`src/rtl/sector_cache_arbiter.sv`:
```
// Shares one port of the sector cache RAM between the drive serializer (0) and the
// storage loader (1) as whole-sector bursts, and tracks the held sector's tag/valid/dirty.
module sector_cache_arbiter #(
  parameter int unsigned ADDR_W = 9,
  parameter int unsigned DATA_W = 8,
  parameter int unsigned TAG_W  = 16
) (
  input  logic                clk,
  input  logic                rst_n,
  input  logic [1:0]          req,
  input  logic [1:0]          req_wr,
  input  logic [2*TAG_W-1:0]  req_tag,
  output logic [1:0]          grant,
  input  logic [2*DATA_W-1:0] wdata,
  input  logic [1:0]          wvalid,
  output logic [1:0]          wready,
  input  logic [1:0]          rstrobe,
  output logic [DATA_W-1:0]   rdata,
  output logic [1:0]          rvalid,
  output logic [1:0]          done,
  input  logic                invalidate,
  output logic [TAG_W-1:0]    cache_tag,
  output logic                cache_valid,
  output logic                cache_dirty,
  output logic [ADDR_W-1:0]   ram_addr,
  output logic [DATA_W-1:0]   ram_din,
  output logic                ram_wr_en,
  input  logic [DATA_W-1:0]   ram_dout
);

  typedef enum logic [2:0] {IDLE, WRITE, READ, DRAIN, DONE} state_t;

  localparam logic [ADDR_W-1:0] LAST_ADDR = {ADDR_W{1'b1}};

  state_t              state_q, state_d;
  logic [ADDR_W-1:0]   ptr_q, ptr_d;
  logic                last_grant_q, last_grant_d;
  logic                wr_dir_q, wr_dir_d;
  logic [1:0]          grant_d, done_d, rv_q, rv_d;
  logic [TAG_W-1:0]    tag_d;
  logic                valid_d, dirty_d;
  logic                owner, arb;
  logic                own_req, own_wvalid, own_strobe;
  logic [DATA_W-1:0]   own_wdata;
  logic [TAG_W-1:0]    own_tag;

  // Grant is held through DONE, so its upper bit names the current owner.
  assign owner      = grant[1];
  assign own_req    = req[owner];
  assign own_wvalid = wvalid[owner];
  assign own_strobe = rstrobe[owner];
  assign own_wdata  = owner ? wdata[2*DATA_W-1:DATA_W] : wdata[DATA_W-1:0];
  assign own_tag    = owner ? req_tag[2*TAG_W-1:TAG_W] : req_tag[TAG_W-1:0];
  assign arb        = (req == 2'b11) ? ~last_grant_q : req[1];

  // RAM data has one cycle of latency, so the byte is passed straight through;
  // gating with req drops a byte still in flight when the owner aborts.
  assign rvalid = rv_q & req;
  assign rdata  = (|rvalid) ? ram_dout : '0;

  always_comb begin
    state_d      = state_q;
    ptr_d        = ptr_q;
    last_grant_d = last_grant_q;
    wr_dir_d     = wr_dir_q;
    grant_d      = grant;
    done_d       = '0;
    rv_d         = '0;
    tag_d        = cache_tag;
    valid_d      = cache_valid;
    dirty_d      = cache_dirty;
    wready       = '0;
    ram_addr     = ptr_q;
    ram_din      = '0;
    ram_wr_en    = 1'b0;
    unique case (state_q)
      IDLE: begin
        if (|req) begin
          grant_d      = arb ? 2'b10 : 2'b01;
          last_grant_d = arb;
          wr_dir_d     = req_wr[arb];
          ptr_d        = '0;
          state_d      = req_wr[arb] ? WRITE : READ;
        end
      end
      WRITE: begin
        if (!own_req) begin
          // A partial overwrite leaves the sector incomplete.
          state_d = IDLE;
          grant_d = '0;
          ptr_d   = '0;
          valid_d = 1'b0;
        end else begin
          wready = grant;
          if (own_wvalid) begin
            ram_wr_en = 1'b1;
            ram_din   = own_wdata;
            ptr_d     = ptr_q + ADDR_W'(1);
            if (ptr_q == LAST_ADDR) begin
              ptr_d   = '0;
              state_d = DONE;
              done_d  = grant;
            end
          end
        end
      end
      READ: begin
        if (!own_req) begin
          state_d = IDLE;
          grant_d = '0;
          ptr_d   = '0;
        end else if (own_strobe) begin
          rv_d  = grant;
          ptr_d = ptr_q + ADDR_W'(1);
          if (ptr_q == LAST_ADDR) begin
            ptr_d   = '0;
            state_d = DRAIN;
          end
        end
      end
      DRAIN: begin
        if (!own_req) begin
          state_d = IDLE;
          grant_d = '0;
          ptr_d   = '0;
        end else begin
          state_d = DONE;
          done_d  = grant;
        end
      end
      DONE: begin
        state_d = IDLE;
        grant_d = '0;
        if (wr_dir_q) begin
          tag_d   = own_tag;
          valid_d = 1'b1;
          dirty_d = ~owner;
        end else if (owner) begin
          dirty_d = 1'b0;
        end
      end
      default: state_d = IDLE;
    endcase
    if (invalidate) begin
      valid_d = 1'b0;
      dirty_d = 1'b0;
    end
  end

  always_ff @(posedge clk or negedge rst_n) begin
    if (!rst_n) begin
      state_q      <= IDLE;
      ptr_q        <= '0;
      last_grant_q <= 1'b1;
      wr_dir_q     <= 1'b0;
      grant        <= '0;
      done         <= '0;
      rv_q         <= '0;
      cache_tag    <= '0;
      cache_valid  <= 1'b0;
      cache_dirty  <= 1'b0;
    end else begin
      state_q      <= state_d;
      ptr_q        <= ptr_d;
      last_grant_q <= last_grant_d;
      wr_dir_q     <= wr_dir_d;
      grant        <= grant_d;
      done         <= done_d;
      rv_q         <= rv_d;
      cache_tag    <= tag_d;
      cache_valid  <= valid_d;
      cache_dirty  <= dirty_d;
    end
  end

endmodule
```
`config.mk`:
```
export PLATFORM = sky130hd
export DESIGN_NAME = sector_cache_arbiter
export DESIGN_NICKNAME = d
export VERILOG_FILES = /design/src/rtl/sector_cache_arbiter.sv
export SDC_FILE = /design/constraint.sdc
export NUM_CORES = 1
export LEC_CHECK = 0
export CORE_AREA = 3 3 69 120
export DETAILED_ROUTE_END_ITERATION = 10
export DIE_AREA = 0 0 72 123
export PLACE_DENSITY = 0.66
export RECOVER_POWER = 50
export SYNTH_ARGS = -nofsm -noshare
export SYNTH_HDL_FRONTEND = slang
export SYNTH_SLANG_ARGS = --single-unit
```
`constraint.sdc`:
```
create_clock -name clk -period 2.1 [get_ports clk]
set_input_delay 0.315 -clock clk [delete_from_list [all_inputs] [get_ports clk]]
set_output_delay 0.315 -clock clk [all_outputs]
set_load 0.1 [all_outputs]
```
======== After elaboration in Yosys (flattened, before gate mapping) ========
Index checks and enable logic that the tools add are counted.
storage, ports and cells
  bits in registers ....................... 38
  bits of input ports ..................... 67
  output and inout bits ................... 52
  logic and storage cells ................. 102
cells by class
  add/subtract/negate cells ............... 1
  order comparisons ....................... 2
  equality and inequality tests ........... 14
  mux-type cells .......................... 56
  bitwise logic cells ..................... 3
  reduce and logical (&&, ||, !) cells .... 16
operators with widths
  kind                                                 count
  2-to-1 mux 9 bit                                     7
  2-to-1 mux 8 bit                                     5
  one-hot mux 9 bit (4 select lines)                   1
  2-to-1 mux 3 bit                                     8
  2-to-1 mux 2 bit                                     11
  2-to-1 mux 1 bit                                     19
  != test 3 bit (second input constant)                6
  2-to-1 mux 16 bit                                    1
  one-hot mux 3 bit (4 select lines)                   1
  AND reduction 5 bit                                  2
  adder 9 x 1 -> 9 bit (second input constant)         1
  == test 9 bit (second input constant)                1
  nonzero test 3 bit                                   3
  AND reduction 2 bit                                  4
  == test 3 x 2 -> 1 bit (second input constant)       2
  one-hot mux 2 bit (3 select lines)                   1
  < comparator 1 x 2 -> 1 bit (second input constant)  2
  != test 2 bit (second input constant)                2
  one-hot mux 2 bit (2 select lines)                   1
  nonzero test 4 bit                                   1
  OR reduction 2 bit                                   2
  == test 3 x 1 -> 1 bit (second input constant)       1
  == test 3 bit (second input constant)                1
  logical NOT 3 bit                                    1
  7 further kinds                                      8

======== Logic depth before layout (Yosys ltp) ========
Gate-level depths: netlist (run 1).
  depth in word-level cells ............... 7
  gate-level depth with buffers ........... 9

======== Worst setup path before layout (run 1) ========
No wires, ideal clock.
  kind .................................... register to output
  start point ............................. register grant[1]
  end point ............................... output wready[1]
  data arrival time ....................... 3.808 ns
  data required time ...................... 1.785 ns
  setup slack ............................. -2.023 ns
  cell stages (with the launch flop) ...... 6
  path buffers ............................ 3
  path through ............................ dfrtp_1 -> buf_6 -> buf_2 -> buf_2 -> nand2_1 -> nor3_1
between the ends
  word-level cells in the longest chain between the ends .. 4
RTL lines
  item                                                 RTL line  source
  from (decl)                                          13        output logic [1:0] grant,
  from (signal assigned)                               167       grant <= grant_d;
  2-to-1 mux 1 bit (implied by the code) (2 in a row)  49        assign own_req = req[owner];
  2-to-1 mux 2 bit (*)                                 -
  2-to-1 mux 2 bit (*)                                 76        unique case (state_q)
  to (decl)                                            16        output logic [1:0] wready,
Mark *: on every way between the ends. The rest lies on a longest branch, timed or not. The select of a mux whose other input is x is not followed.

======== Final worst setup path (run 1) ========
  start point ............................. register ptr_q[0] (netlist: ram_addr[0])
  end point ............................... register state_q[0]
between the ends
  word-level cells in the longest chain between the ends .. 3
  elaborated cells between the ends (all ways) .. 4
RTL lines
  item                                      RTL line  source
  from (decl)                               36        logic [ADDR_W-1:0] ptr_q, ptr_d;
  from (signal assigned)                    164       ptr_q <= ptr_d;
  == test 9 bit (*)                         99, 115
  != test 3 bit (no source line)            -
  AND reduction 5 bit (no source line) (*)  -
  to (signal assigned)                      163       state_q <= state_d;
  to (decl)                                 35        state_t state_q, state_d;
Mark *: on every way between the ends. The rest lies on a longest branch, timed or not.
A chain may end at the register's enable or synchronous reset.

==> results of run 1 <==
-- kinds of logic (layout without fill, tap and decap cells) --
| group | Yosys count | count (layout) |
|---|---|---|
| AND/OR/NAND/NOR | 85 | 85 |
| buffers and inverters | 20 | 172 |
| adder cells (fa/ha/maj) | 3 | 3 |
| AO/OA/AOI/OAI | 56 | 56 |
| multiplexers | 33 | 33 |
| XOR/XNOR | 1 | 1 |
| flip-flops | 38 | 38 |
-- power by group --
group / internal [mW] / switching [mW] / leakage, nW
Sequential: 0.969 / 0.175 / 0.440
Clock: 0.555 / 0.280 / 0.0836
Combinational: 1.10 / 2.46 / 1.26
-- flip-flops by register name, summed over array words and instances, names as in the netlist, 2 cells and up --
name and flops:
cache_tag 16, done 2, grant 2, ram_addr 9, rv_q 2, state_q 3
-- stage by stage --
stage / utilization / setup TNS, ps / cell area, µm² / cells / hold WS [ps]
after floorplan: - / -3680 / 2470 / 236 / 19.4
after global placement: 0.540 / -2680 / 4060 / 458 / 431
after detailed placement: 0.540 / -3370 / 4060 / 458 / 432
after CTS: 0.574 / -181 / 4310 / 472 / 144
after global routing: 0.576 / -1440 / 4330 / 476 / 417
final: 0.576 / -480 / 4330 / 476 / 397
-- worst max-delay path, stage by stage, from the launching register on --
cell,delay [ps]
dfrtp_4,490
ha_4,170
and3_4,140
and3_4,170
and3_4,190
ha_4,150
or3b_4,360
a211oi_2,240
a211oi_2,60
mux2i_1,120
-- layer usage --
layer / vias up / GRT usage
met4: 0 / 0.0518
li1: 1153 / -
met3: 10 / 0.0334
met5: - / 0
met1: 1099 / 0.165
met2: 84 / 0.297
-- cell usage in the layout (no fill, tap or decap), types with 4 or more instances in the layout --
master / instances
nand2_1: 6
a21oi_1: 20
o21ai_0: 10
nand2b_1: 4
mux2i_1: 27
buf_12: 24
dfrtp_1: 30
nor2b_4: 8
nor2b_1: 4
clkbuf_2: 17
nor2_1: 21
a31oi_1: 12
buf_4: 43
buf_6: 4
inv_1: 4
nor3_1: 6
nor2_4: 11
clkbuf_1: 6
dfrtp_2: 4
clkbuf_16: 5
clkdlybuf4s50_1: 64
-- path summary, 6_finish.rpt --
| path | startpoint | to | slack (ps) | cells after the start |
|---|---|---|---|---|
| min reg2reg | cache_tag[11]$_DFFE_PN0P_ | cache_tag[11]$_DFFE_PN0P_ | 530 | 2 |
| max in group asynchronous | rst_n | grant[1]$_DFFE_PN0P_ | 300 | 1 |
| min | req[0] | last_grant_q$_DFFE_PN1P_ | 400 | 3 |
| min in group asynchronous | rst_n | ram_addr[0]$_DFFE_PN0P_ | 510 | 1 |
| max reg2reg | ram_addr[0]$_DFFE_PN0P_ | state_q[0]$_DFFE_PN0P_ | -130 | 9 |
| max | ram_addr[0]$_DFFE_PN0P_ | state_q[0]$_DFFE_PN0P_ | -130 | 9 |
-- area by class of cell --
class	instances	area [µm²]
inverters	5	22.5
multi-input cells	178	1450
flip-flops and latches	38	968
well taps	88	110
fillers	640	3190
clock buffers	5	125
repair buffers	159	1610
clock inverters	3	40.0
-- what timing repair did --
action / in CTS / in global routing
pin swaps: 8 / 6
gates resized for setup: 4 / 10
buffers inserted: 6 / 4
endpoints found under the setup margin: 24 / 16
==> flow_summary.ini, run 1 <==
[drt]
drt-initial-drc-count = 61
vias_per_cell = 4.93
drc = 0
wl_met2_um = 3970
top_layer_used = met4
routed_wl_um = 7000
met1Wirelength_um = 2480
num_vias = 2346
dr.pass1.iters = 4
dr_wl_met3_um = 441
post_drt_wl_per_cell_um = 14.7
detail-route-antenna-nets = 0

[timing]
finalClockSkew_ps = 3.82
fin_crit_sh = 1.06
setup_viol = 7
hold_viol_final = 0
drv_slew = 34
worstMarginPinSlew_ps = 1810
post-route-min-period_ps = 2230
rsz0062_at_grt = yes
timing.final.ws_setup_ps = -125
fmax_ghz = 0.449
maxSlewHeadroom = -0.204

[clock_network]
clk_latency_ps = 270
cts_tree = done
clockBufferDepth = 2
clock-sinks = 38
h-tree-depth = 2
cts_made_buffers = 5
clk_transition_reported_paths_ps = 60
cts_hold_buf = 0
cts_root_buffer = clkbuf_16

[die]
die_h_um = 123
dieArea_um2 = 8860
num_rows = 42
core_area_um2 = 7510
die_w_um = 72
start_util = 0.295
pin_count = 119

[grt]
grt_pass1_wl_um = 11000
grt_remaining_overflow = 0
grt_pass1_vias = 2358
grt_use_total = 0.155
grt_max_degree = 34
antenna_found_initial = 0

[pwr]
power_per_cell_area_nw_per_um2 = 1280
peakVddDrop_mv = 0.529
finalPower_mw = 5.54
p_leak_nw = 1.78

[worst_setup_path]
start_kind = register
path_max_fanout = 2
critPathKind = reg2reg
crit_required_ps = 2260
endpoint_kind = register
arrival_ps = 2380

[synthesis]
synth_compound_area_frac = 0.158
async_flop_share = 1.00
synth-simple-area-share = 0.195
synth_area_per_cell_um2 = 9.38
synth_top_family_by_area = simple AND/OR/NAND/NOR gates
synth_ff_type = dfrtp_1
synth-xor-area-share = 0.00396
synth.mux.area_fraction = 0.155
synth_cell_types = 39
synth-seq-cells = 38
synth-edff-count = 0
syn-cell-area_um2 = 2210
syn_nets = 306
synthAdderAreaFrac = 0.0170
ys_top_cells_by_area = dfrtp_1 (42%), mux2i_1 (13%), nor2_1 (5.4%)
yosysWarnings = 0
synth_top_area_cell = dfrtp_1
yosysMostFrequentCell = dfrtp_1
ys_top_cells_by_count = dfrtp_1 (37), nor2_1 (32), mux2i_1 (28)
synthCells = 236
ys_seq_area_frac = 0.430
synth.top_cell.area_share = 0.418

[final_layout]
diodes = 0
nets = 457
drive_gt1_frac = 0.394
areaGrowthSynthToFinish_pct = 95.4

[placement]
gp_congestion = 0.723
io_buffer_count = 118
hpwl_um = 5640
place_ws_ps = -189

[run_status]
violations = max-capacitance violations, max-slew violations, negative setup slack
status = finished with violations

[job]
max_cap_viol_count = 1

[min_path]
holdCritPathClass = in2reg
Note: power is estimated with default switching activity, not from simulation.
==> run 2: changes to the inputs <==
==> constraint.sdc (replaced) <==
create_clock -name clk -period 2.1 [get_ports clk]
set_input_delay 0.21 -clock clk [delete_from_list [all_inputs] [get_ports clk]]
set_output_delay 0.21 -clock clk [all_outputs]
set_load 0.1 [all_outputs]
==> flow_summary.ini, run 2 (synthesis gave the netlist of run 1 again) <==
[worst_setup_path]
crit_required_ps = 2260
reg2reg_depth = 9
r2r-start = ram_addr[1]$_DFFE_PN0P_
r2r-end = state_q[0]$_DFFE_PN0P_
path_max_fanout = 3
critPathKind = reg2reg
arrival_ps = 2430
r2r_slack_ps = -180
start_kind = register
endpoint_kind = register

[clock_network]
clock-sinks = 38
cts_made_buffers = 5
cts_tree = done
clk_latency_ps = 280
h-tree-depth = 2
clk_transition_reported_paths_ps = 60
cts_root_buffer = clkbuf_16
clockBufferDepth = 2

[min_path]
hold_end = cache_dirty$_DFFE_PN0P_
hold_depth = 2
hp-start = invalidate
holdCritPathClass = in2reg

[die]
start_util = 0.295
pin_count = 119
die_w_um = 72
core_area_um2 = 7510
dieArea_um2 = 8860
num_rows = 42
die_h_um = 123

[placement]
io_buffer_count = 118
dp.cells = 451
gp_congestion = 0.819
hpwl_um = 5740

[drt]
num_vias = 2285
detail-route-antenna-nets = 0
vias_per_cell = 4.96
drt-initial-drc-count = 84
post_drt_wl_per_cell_um = 15.6
drc = 0
dr.pass1.iters = 4
routed_wl_um = 7170

[run_status]
status = finished with violations
violations = negative setup slack

[grt]
grt_remaining_overflow = 0
grt_pass1_wl_um = 11400
grt_max_degree = 33
antenna_found_initial = 0
grt_pass1_vias = 2294
grt_use_total = 0.166

[final_layout]
drive_gt1_frac = 0.319
diodes = 0
nets = 442
multi_input_area_um2 = 1410
areaGrowthSynthToFinish_pct = 87.8
final_cell_mix = clkdlybuf4s50_1 (65), buf_4 (35), dfrtp_1 (30)
fillers = 677
largest_register_ffs = 16
register_area_um2 = 968
regMostFlops = cache_tag
final_common_cell = clkdlybuf4s50_1
finalNonFillerCells = 461

[job]
max_cap_viol_count = 0

[timing]
maxSlewHeadroom = 0.193
hold_viol_final = 0
finalClockSkew_ps = 6.36
post-route-min-period_ps = 2280
fmax_ghz = 0.439
setup_viol = 16
fin_crit_sh = 1.08
worstMarginPinSlew_ps = 1220
drv_slew = 0
rsz0062_at_grt = yes
timing.final.ws_setup_ps = -176

[pwr]
power_per_cell_area_nw_per_um2 = 1340
finalPower_mw = 5.56
p_leak_nw = 1.65
peakVddDrop_mv = 0.539
-- run 2: worst max-delay path: stages (launching register included) --
cell	delay, ps
dfrtp_4	490
ha_4	170
and3_4	170
and3_4	180
and3_4	190
ha_4	150
or3b_4	360
a211oi_2	250
a211oi_2	60
mux2i_1	130
-- run 2: report_power, final --
group / internal, mW / leakage (nW) / switching, mW
Combinational: 0.988 / 1.12 / 2.40
Sequential: 0.968 / 0.440 / 0.228
Clock: 0.682 / 0.0940 / 0.297
Total: 2.64 / 1.65 / 2.93
-- run 2: final cells by class --
| class | count | share of cell area |
|---|---|---|
| multi-input combinational | 178 | 0.339 |
| clock inverter | 3 | 0.0166 |
| tap | 88 | 0.0265 |
| inverter | 5 | 0.00542 |
| clock buffer | 5 | 0.0301 |
| timing repair buffer | 144 | 0.349 |
| sequential | 38 | 0.233 |
-- run 2: metal layers --
| metal | share of wire | vias to the layer above | track usage |
|---|---|---|---|
| met2 | 0.59 | 60 | 0.320 |
| met1 | 0.35 | 1101 | 0.175 |
| met3 | 0.045 | 7 | 0.0269 |
| met4 | 0.017 | 0 | 0.0635 |
| met5 | 0 | - | 0 |
| li1 | - | 1117 | - |
-- run 2: stage by stage --
stage          setup TNS, ps  area [µm²]   util  hold slack [ps]  setup slack [ps]
2_1_floorplan          -3520        2450      -            -85.6              -308
3_3_place_gp           -1150        3990  0.531              134              -144
3_5_place_dp           -1350        3990  0.531              140              -177
4_1_cts                -1150        4220  0.561              380              -187
5_1_grt                -2580        4160  0.553              526              -240
6_report                -900        4160  0.553              515              -176
-- run 2: what timing repair did --
action | 4_1_cts | 5_1_grt
endpoints found under the setup margin | 25 | 17
hold buffers | 1 | 0
gates resized for setup | 5 | 2
endpoints found under the hold margin | 13 | 0
cloned | 0 | 0
setup buffers | 1 | 0
pin swaps | 7 | 3
-- run 2: worst max path at each step --
stage                            startpoint                endpoint  slack, ps
global route        ram_addr[1]$_DFFE_PN0P_  state_q[0]$_DFFE_PN0P_       -240
detailed placement  ram_addr[1]$_DFFE_PN0P_  state_q[0]$_DFFE_PN0P_       -180
floorplan           ram_addr[1]$_DFFE_PN0P_  state_q[0]$_DFFE_PN0P_       -310
global placement    ram_addr[1]$_DFFE_PN0P_  state_q[0]$_DFFE_PN0P_       -140
finish              ram_addr[1]$_DFFE_PN0P_  state_q[0]$_DFFE_PN0P_       -180
CTS                 ram_addr[1]$_DFFE_PN0P_  state_q[0]$_DFFE_PN0P_       -190
